==> src/rtl/sfu_pool_acc_if.sv <==
`timescale 1ns/1ps
`default_nettype none
// ============================================================================
// Module      : sfu_pool_acc_if
// Description : Lane bus between the systolic-array columns, the special-
//               function unit and the output SRAM write port.
// Revision    : 1.0 - initial release
// ============================================================================
interface sfu_pool_acc_if #(
    parameter int PSUM_BW = 16,
    parameter int COL     = 8,
    parameter int CNT_BW  = 4
);
    logic [1:0]             mode_i;
    logic [CNT_BW-1:0]      acc_len_i;
    logic [CNT_BW-1:0]      pool_len_i;
    logic                   clear_i;
    logic                   in_valid_i;
    logic [COL*PSUM_BW-1:0] psum_in;
    logic                   out_valid_o;
    logic [COL*PSUM_BW-1:0] psum_out;
    logic                   busy_o;

    modport master (
        output mode_i, acc_len_i, pool_len_i, clear_i, in_valid_i, psum_in,
        input  out_valid_o, psum_out, busy_o
    );

    modport slave (
        input  mode_i, acc_len_i, pool_len_i, clear_i, in_valid_i, psum_in,
        output out_valid_o, psum_out, busy_o
    );
endinterface
`default_nettype wire

==> src/rtl/sfu_pool_acc.sv <==
`timescale 1ns/1ps
`default_nettype none
// ============================================================================
// Module      : sfu_pool_acc
// Description : Per-lane bypass / ReLU / accumulate+ReLU / accumulate+ReLU+
//               max-pool at the systolic-array output. Define SFU_SAT_EN for
//               saturating lane adds (wrapping otherwise).
// Revision    : 1.0 - initial release
// ============================================================================
module sfu_pool_acc #(
    parameter int PSUM_BW = 16,
    parameter int COL     = 8,
    parameter int CNT_BW  = 4
) (
    input  wire logic clk,
    input  wire logic reset_n,
    sfu_pool_acc_if.slave bus
);
    localparam int                c_VEC_W    = COL * PSUM_BW;
    localparam logic [1:0]        c_MODE_BYP  = 2'b00;
    localparam logic [1:0]        c_MODE_RELU = 2'b01;
    localparam logic [1:0]        c_MODE_ACC  = 2'b10;
    localparam logic [CNT_BW-1:0] c_CNT_ONE   = 1;
`ifdef SFU_SAT_EN
    localparam logic [PSUM_BW-1:0] c_SAT_MAX = {1'b0, {(PSUM_BW-1){1'b1}}};
    localparam logic [PSUM_BW-1:0] c_SAT_MIN = {1'b1, {(PSUM_BW-1){1'b0}}};
`endif

    logic [1:0]         r_mode;
    logic [CNT_BW-1:0]  r_acc_len;
    logic [CNT_BW-1:0]  r_pool_len;
    logic [CNT_BW-1:0]  r_acc_cnt;
    logic [CNT_BW-1:0]  r_pool_cnt;
    logic [c_VEC_W-1:0] r_acc_q;
    logic [c_VEC_W-1:0] r_pool_q;
    logic               r_out_valid;
    logic [c_VEC_W-1:0] r_psum_out;

    logic               w_busy;
    logic [1:0]         w_mode;
    logic [CNT_BW-1:0]  w_acc_len;
    logic [CNT_BW-1:0]  w_pool_len;
    logic [CNT_BW-1:0]  w_acc_lim;
    logic [CNT_BW-1:0]  w_pool_lim;
    logic               w_acc_first;
    logic               w_pool_first;
    logic               w_acc_last;
    logic               w_pool_last;
    logic [c_VEC_W-1:0] w_sum_v;
    logic [c_VEC_W-1:0] w_relu_in_v;
    logic [c_VEC_W-1:0] w_relu_sum_v;
    logic [c_VEC_W-1:0] w_max_v;

    assign w_busy = (r_acc_cnt != '0) || (r_pool_cnt != '0);

    // An idle unit takes its configuration from the beat that opens the window.
    assign w_mode     = w_busy ? r_mode     : bus.mode_i;
    assign w_acc_len  = w_busy ? r_acc_len  : bus.acc_len_i;
    assign w_pool_len = w_busy ? r_pool_len : bus.pool_len_i;

    assign w_acc_lim    = (w_acc_len  == '0) ? '0 : w_acc_len  - c_CNT_ONE;
    assign w_pool_lim   = (w_pool_len == '0) ? '0 : w_pool_len - c_CNT_ONE;
    assign w_acc_first  = (r_acc_cnt  == '0);
    assign w_pool_first = (r_pool_cnt == '0);
    assign w_acc_last   = (r_acc_cnt  == w_acc_lim);
    assign w_pool_last  = (r_pool_cnt == w_pool_lim);

    for (genvar k = 0; k < COL; k++) begin : g_lane
        logic signed [PSUM_BW-1:0] w_in;
        logic signed [PSUM_BW-1:0] w_acc;
        logic signed [PSUM_BW-1:0] w_pool;
        logic signed [PSUM_BW-1:0] w_add;
        logic signed [PSUM_BW-1:0] w_sum;
        logic signed [PSUM_BW-1:0] w_relu_sum;

        assign w_in   = bus.psum_in[k*PSUM_BW +: PSUM_BW];
        assign w_acc  = r_acc_q[k*PSUM_BW +: PSUM_BW];
        assign w_pool = r_pool_q[k*PSUM_BW +: PSUM_BW];

`ifdef SFU_SAT_EN
        logic signed [PSUM_BW:0] w_wide;
        assign w_wide = {w_acc[PSUM_BW-1], w_acc} + {w_in[PSUM_BW-1], w_in};
        // Top two bits disagree only when the true sum left the lane range.
        assign w_add  = (w_wide[PSUM_BW] != w_wide[PSUM_BW-1])
                      ? (w_wide[PSUM_BW] ? c_SAT_MIN : c_SAT_MAX)
                      : w_wide[PSUM_BW-1:0];
`else
        assign w_add  = w_acc + w_in;
`endif

        assign w_sum      = w_acc_first ? w_in : w_add;
        assign w_relu_sum = w_sum[PSUM_BW-1] ? '0 : w_sum;

        assign w_sum_v[k*PSUM_BW +: PSUM_BW]      = w_sum;
        assign w_relu_sum_v[k*PSUM_BW +: PSUM_BW] = w_relu_sum;
        assign w_relu_in_v[k*PSUM_BW +: PSUM_BW]  = w_in[PSUM_BW-1] ? '0 : w_in;
        assign w_max_v[k*PSUM_BW +: PSUM_BW]      =
            (w_pool_first || (w_relu_sum > w_pool)) ? w_relu_sum : w_pool;
    end

    always_ff @(posedge clk or negedge reset_n) begin
        if (!reset_n) begin
            r_mode      <= c_MODE_BYP;
            r_acc_len   <= '0;
            r_pool_len  <= '0;
            r_acc_cnt   <= '0;
            r_pool_cnt  <= '0;
            r_acc_q     <= '0;
            r_pool_q    <= '0;
            r_out_valid <= 1'b0;
            r_psum_out  <= '0;
        end else begin
            r_out_valid <= 1'b0;
            if (bus.clear_i) begin
                r_acc_cnt  <= '0;
                r_pool_cnt <= '0;
            end else if (bus.in_valid_i) begin
                if (!w_busy) begin
                    r_mode     <= bus.mode_i;
                    r_acc_len  <= bus.acc_len_i;
                    r_pool_len <= bus.pool_len_i;
                end
                case (w_mode)
                    c_MODE_BYP: begin
                        r_out_valid <= 1'b1;
                        r_psum_out  <= bus.psum_in;
                    end
                    c_MODE_RELU: begin
                        r_out_valid <= 1'b1;
                        r_psum_out  <= w_relu_in_v;
                    end
                    c_MODE_ACC: begin
                        if (w_acc_last) begin
                            r_out_valid <= 1'b1;
                            r_psum_out  <= w_relu_sum_v;
                            r_acc_cnt   <= '0;
                        end else begin
                            r_acc_q   <= w_sum_v;
                            r_acc_cnt <= r_acc_cnt + c_CNT_ONE;
                        end
                    end
                    default: begin
                        if (w_acc_last) begin
                            r_acc_cnt <= '0;
                            if (w_pool_last) begin
                                r_out_valid <= 1'b1;
                                r_psum_out  <= w_max_v;
                                r_pool_cnt  <= '0;
                            end else begin
                                r_pool_q   <= w_max_v;
                                r_pool_cnt <= r_pool_cnt + c_CNT_ONE;
                            end
                        end else begin
                            r_acc_q   <= w_sum_v;
                            r_acc_cnt <= r_acc_cnt + c_CNT_ONE;
                        end
                    end
                endcase
            end
        end
    end

    assign bus.out_valid_o = r_out_valid;
    assign bus.psum_out    = r_psum_out;
    assign bus.busy_o      = w_busy;

endmodule
`default_nettype wire

==> src/flat_wrapper.sv <==
// flat-port wrapper written by rule: the top's interface ports become plain ports
module sfu_pool_acc_flat 
#(
    parameter int PSUM_BW = 16,
    parameter int COL     = 8,
    parameter int CNT_BW  = 4
)
  (clk, reset_n, bus_mode_i, bus_acc_len_i, bus_pool_len_i, bus_clear_i, bus_in_valid_i, bus_psum_in, bus_out_valid_o, bus_psum_out, bus_busy_o);
  sfu_pool_acc_if #(.PSUM_BW(PSUM_BW), .COL(COL), .CNT_BW(CNT_BW)) bus_i ();
  input  wire logic clk;
  input  wire logic reset_n;
  input wire logic [$bits(bus_i.mode_i)-1:0] bus_mode_i;
  input wire logic [$bits(bus_i.acc_len_i)-1:0] bus_acc_len_i;
  input wire logic [$bits(bus_i.pool_len_i)-1:0] bus_pool_len_i;
  input wire logic [$bits(bus_i.clear_i)-1:0] bus_clear_i;
  input wire logic [$bits(bus_i.in_valid_i)-1:0] bus_in_valid_i;
  input wire logic [$bits(bus_i.psum_in)-1:0] bus_psum_in;
  output wire logic [$bits(bus_i.out_valid_o)-1:0] bus_out_valid_o;
  output wire logic [$bits(bus_i.psum_out)-1:0] bus_psum_out;
  output wire logic [$bits(bus_i.busy_o)-1:0] bus_busy_o;
  assign bus_i.mode_i = bus_mode_i;
  assign bus_i.acc_len_i = bus_acc_len_i;
  assign bus_i.pool_len_i = bus_pool_len_i;
  assign bus_i.clear_i = bus_clear_i;
  assign bus_i.in_valid_i = bus_in_valid_i;
  assign bus_i.psum_in = bus_psum_in;
  assign bus_out_valid_o = bus_i.out_valid_o;
  assign bus_psum_out = bus_i.psum_out;
  assign bus_busy_o = bus_i.busy_o;
  sfu_pool_acc #(.PSUM_BW(PSUM_BW), .COL(COL), .CNT_BW(CNT_BW)) u_core (.clk(clk), .reset_n(reset_n), .bus(bus_i));
endmodule
==> config.mk <==
export PLATFORM = sky130hd
export DESIGN_NAME = sfu_pool_acc_flat
export DESIGN_NICKNAME = d
export VERILOG_FILES = /design/src/rtl/sfu_pool_acc_if.sv /design/src/rtl/sfu_pool_acc.sv /design/src/flat_wrapper.sv
export SDC_FILE = /design/constraint.sdc
export NUM_CORES = 2
export LEC_CHECK = 0
export CORE_ASPECT_RATIO = 1.25
export CORE_MARGIN = 4
export CORE_UTILIZATION = 30
export DETAILED_ROUTE_END_ITERATION = 8
export RECOVER_POWER = 25
export SKIP_CTS_REPAIR_TIMING = 1
export SLEW_MARGIN = 20
export SYNTH_ARGS = -nofsm -noshare
export SYNTH_HDL_FRONTEND = slang
export SYNTH_SLANG_ARGS = --single-unit
export TNS_END_PERCENT = 10
==> constraint.sdc <==
create_clock -name clk -period 15.35 [get_ports clk]
set_input_delay 2.3025 -clock clk [delete_from_list [all_inputs] [get_ports clk]]
set_output_delay 2.3025 -clock clk [all_outputs]
set_load 0.1 [all_outputs]
==> Flow_metrics.wiki <==
{| class="wikitable"
! Metric !! Value
|-
| Delay contributed by the slowest stage of the critical path || 3.47 ns
|-
| Die Ht || 347 µm
|-
| Cell depth of the worst flop-to-flop path || 19
|-
| Pin count of the biggest net entering global routing || 139
|-
| Buffers & Inverters on Critical Path || 4
|-
| Vias in the first global route || 24.0k
|-
| Beginning of the critical path || reset_n
|-
| Number of flip-flops and latches in the synthesized netlist || 403
|-
| Startpoint type of the worst setup path || input pin
|-
| Max frequency || 0.101 GHz
|-
| Number of max-slew violations in the final report || 152
|-
| Number of antenna violations at the first check in global routing || 6
|-
| R2R Setup Slk || 9.35 ns
|-
| Launch instance of the worst min-delay path || u_core.bus.psum_out[111]
|-
| GRT Util Overall || 0.179
|-
| TritonCTS clock tree || built
|-
| Layout Nets || 3,663
|-
| Area grow syn2layout || 20.8%
|-
| Power density of the placed cells || 214 nW/µm²
|-
| Routability-driven placement congestion ratio || 0.837
|-
| Global route overflow || 0
|-
| Kind of critical path || input pin to async pin
|-
| Proportion of register bits with asynchronous set or reset after synthesis || 1.00
|-
| Share of final-layout standard cells stronger than drive strength 1 || 0.0922
|-
| Fin crit share || 0.648
|-
| First-pass detailed-route iteration total || 5
|-
| CTS buffer count || 51
|-
| Placeable core area || 91,500 µm²
|-
| Outcome || complete, but fails checks
|-
| Number of instances in the synthesized netlist || 3,048
|-
| Kind of path behind the tightest hold check || flop to flop
|-
| Count of fill cells added during filler insertion || 9,283
|-
| Setup Total Neg Slack || 0 ns
|-
| DR DRC count || 0
|-
| Reg clk slew, reported paths || 0.06 ns
|-
| Min cycle time layout || 9.94 ns
|-
| Worst Path Arrival || 10.55 ns
|-
| Number of warnings issued by yosys || 0
|-
| Critical path cell sequence || clkbuf_1, clkbuf_1, buf_4, buf_4
|-
| Cell variety after synth || 84
|-
| CTS H-tree depth || 2
|-
| Post-synth top area share || 0.365
|-
| RR Endpoint || u_core.bus.psum_out[66]
|-
| Final antenna-violating net count || 0
|-
| Avg WL per Cell || 19.6 µm
|-
| Via density || 5.27
|-
| Number of top-level pins || 272
|-
| Clock root buffer || sky130_fd_sc_hd__clkbuf_16
|-
| Worst clock skew || 0.0173 ns
|-
| Post-synthesis sequential area ratio || 0.365
|-
| Maximum buffer depth of the clock tree || 3
|-
| Clock insertion delay at the later pin of the skew report || 0.61 ns
|-
| Site row count || 124
|-
| Number of enable-type register cells in the synthesized netlist || 0
|-
| Dominant synthesized flop cell || sky130_fd_sc_hd__dfrtp_1
|-
| Switching power as a share of total power || 0.495
|-
| Setup violation total in the final timing report || 0
|-
| Leak Pwr || 14.3 nW
|-
| Worst reg2reg startpoint || u_core.r_acc_q[68]
|-
| Dominant cell type by area after synthesis || sky130_fd_sc_hd__dfrtp_1
|-
| Internal power || 3.62 mW
|-
| Max-capacitance violation count || 2
|-
| WHS || 0.468 ns
|-
| Element type at the critical path end || async pin
|-
| Failing checks || max-capacitance violations, max-slew violations
|-
| Sequential share of power || 0.247
|-
| Net switching power figure || 3.54 mW
|-
| Synth top area cells || sky130_fd_sc_hd__dfrtp_1 36%, sky130_fd_sc_hd__ha_1 11%, sky130_fd_sc_hd__o21ai_0 4.9%
|-
| Area enclosed by the die boundary || 97,200 µm²
|-
| Count leader, synth || sky130_fd_sc_hd__dfrtp_1
|-
| Share of power burned in the clock network || 0.175
|-
| Detail Placement HPWL || 62.7 mm
|-
| Setup repair after global routing missed its margin || no
|-
| Syn nets || 3,442
|-
| Synthesized area per cell || 9.07 µm²
|-
| Combinational fraction of design power || 0.578
|-
| Number of hold violations in the final report || 0
|-
| DR vias || 23.8k
|-
| Max VDD drop || 0.207 mV
|-
| Crit path capture || u_core.r_acc_q[85]
|-
| Synth Cell Area || 27,700 µm²
|-
| Quantity of I/O buffers inserted on ports || 271
|-
| Horizontal die dimension || 280 µm
|-
| Global-route wire length before repair || 139 mm
|-
| Initial standard-cell utilization of the core || 0.302
|-
| Crit-path slowest cell || sky130_fd_sc_hd__clkbuf_1
|-
| Levels on crit path || 4
|-
| Count of clock tree sinks || 403
|-
| Max-slew headroom || -2.37
|-
| WL final || 88.6 mm
|-
| Worst-path maximum fanout || 84
|-
| Transition at the pin with the smallest max-transition slack || 5.05 ns
|-
| Violation count after the first detailed-routing iteration || 1,477
|-
| Commonest cells in the synthesized netlist || 403 x sky130_fd_sc_hd__dfrtp_1, 270 x sky130_fd_sc_hd__o21ai_0, 262 x sky130_fd_sc_hd__nand2_1
|-
| Top cell family by delay on the critical path || buffers and inverters
|-
| Required time worst endpoint || 15.96 ns
|}
-- placed cells by master (no fill, tap or decap), types with 67 or more instances in the layout --
master / n
sky130_fd_sc_hd__o21ai_0: 269
sky130_fd_sc_hd__nand2_1: 261
sky130_fd_sc_hd__o211ai_1: 67
sky130_fd_sc_hd__ha_1: 244
sky130_fd_sc_hd__mux2_2: 115
sky130_fd_sc_hd__inv_1: 173
sky130_fd_sc_hd__nor2_1: 242
sky130_fd_sc_hd__dfrtp_1: 403
sky130_fd_sc_hd__clkdlybuf4s50_1: 268
sky130_fd_sc_hd__a22oi_1: 78
sky130_fd_sc_hd__o21a_1: 112
sky130_fd_sc_hd__a21oi_1: 176
-- power by group through the flow --
| stage | sequential, mW | combinational (mW) | clock, mW |
|---|---|---|---|
| floorplan | 2.77 | 2.07 | 0 |
| global placement | 1.78 | 4.10 | 0 |
| detailed placement | 1.78 | 4.14 | 0 |
| CTS | 1.77 | 4.16 | 1.29 |
| global route | 1.82 | 4.53 | 1.33 |
| finish | 1.77 | 4.14 | 1.25 |
-- sequential cells by signal, indices dropped and copies added (netlist names) --
name and cells:
u_core.r_mode 2, u_core.r_acc_len 4, u_core.bus.psum_out 128, u_core.r_pool_len 4, u_core.r_acc_cnt 4, u_core.r_acc_q 128
u_core.r_pool_cnt 4, u_core.bus.out_valid_o 1, u_core.r_pool_q 128
-- final cells by class --
cell class / instances / area [µm²] / share of cell area
Sequential cell: 403 / 10100 / 0.302
Timing Repair Buffer: 309 / 3010 / 0.0900
Tap cell: 1197 / 1500 / 0.0448
Multi-Input combinational cell: 2329 / 16400 / 0.492
Clock inverter: 18 / 178 / 0.00532
Clock buffer: 75 / 1550 / 0.0464
Antenna cell: 4 / 10.0 / 0.000300
Inverter: 175 / 664 / 0.0199
-- worst min path at each step --
stage | to | slack [ns] | depth (start not counted)
floorplan | u_core.r_pool_q[69] | 0.45 | 2
global placement | u_core.bus.psum_out[79] | 0.46 | 2
detailed placement | u_core.bus.psum_out[127] | 0.46 | 2
CTS | u_core.bus.psum_out[127] | 0.48 | 2
global route | u_core.bus.psum_out[127] | 0.50 | 2
finish | u_core.bus.psum_out[111] | 0.47 | 2
-- worst register-to-register path: stages, from the launching register on --
cell                       delay, ns
sky130_fd_sc_hd__dfrtp_1        0.40
sky130_fd_sc_hd__ha_1           0.34
sky130_fd_sc_hd__a21o_1         0.21
sky130_fd_sc_hd__a21oi_1        0.25
sky130_fd_sc_hd__o21ai_0        0.12
sky130_fd_sc_hd__or2_2          0.31
sky130_fd_sc_hd__o211ai_1       0.25
sky130_fd_sc_hd__mux2i_1        0.33
sky130_fd_sc_hd__o21ai_0        0.19
sky130_fd_sc_hd__nand2_1        0.82
sky130_fd_sc_hd__nor2_1         0.16
sky130_fd_sc_hd__ha_1           0.35
sky130_fd_sc_hd__nand4_1        0.15
sky130_fd_sc_hd__nor4_1         0.07
sky130_fd_sc_hd__a32o_1         0.25
sky130_fd_sc_hd__a21oi_1        0.31
sky130_fd_sc_hd__nor2_1         0.13
sky130_fd_sc_hd__nor2_1         0.12
sky130_fd_sc_hd__nand4_1        0.66
sky130_fd_sc_hd__o21ai_0        0.46
-- logic make-up after synthesis --
| logic type | synth area share |
|---|---|
| mux | 0.0709 |
| xor+xnor | 0.0266 |
| compound gates | 0.237 |
| simple gates | 0.140 |
| buf+inv | 0.0451 |
| fa+ha+maj | 0.116 |
| flops | 0.365 |
-- layer usage --
metal	vias to the layer above	global-route usage	part of all wire	routed length [µm]
met1	11500	0.234	0.45	39700
met3	125	0.0272	0.041	3590
li1	11600	-	-	-
met4	6	0.0468	0.025	2230
met2	505	0.309	0.49	43000
met5	-	0	0.00053	47
-- per-stage QoR --
stage                     worst slack [ns]  total power [mW]  instance area [µm²]   util  std cells
final                                 5.41              7.16                33400  0.365       4510
after global routing                  3.68              7.69                33400  0.365       4507
after CTS                             7.61              7.22                33400  0.365       4506
after detailed placement              7.02              5.93                31700  0.346       4413
after global placement                6.91              5.88                31700  0.346       4413
after floorplan                       8.29              4.84                27700      -       3048
No activity file was read; power rests on OpenSTA's default activity.
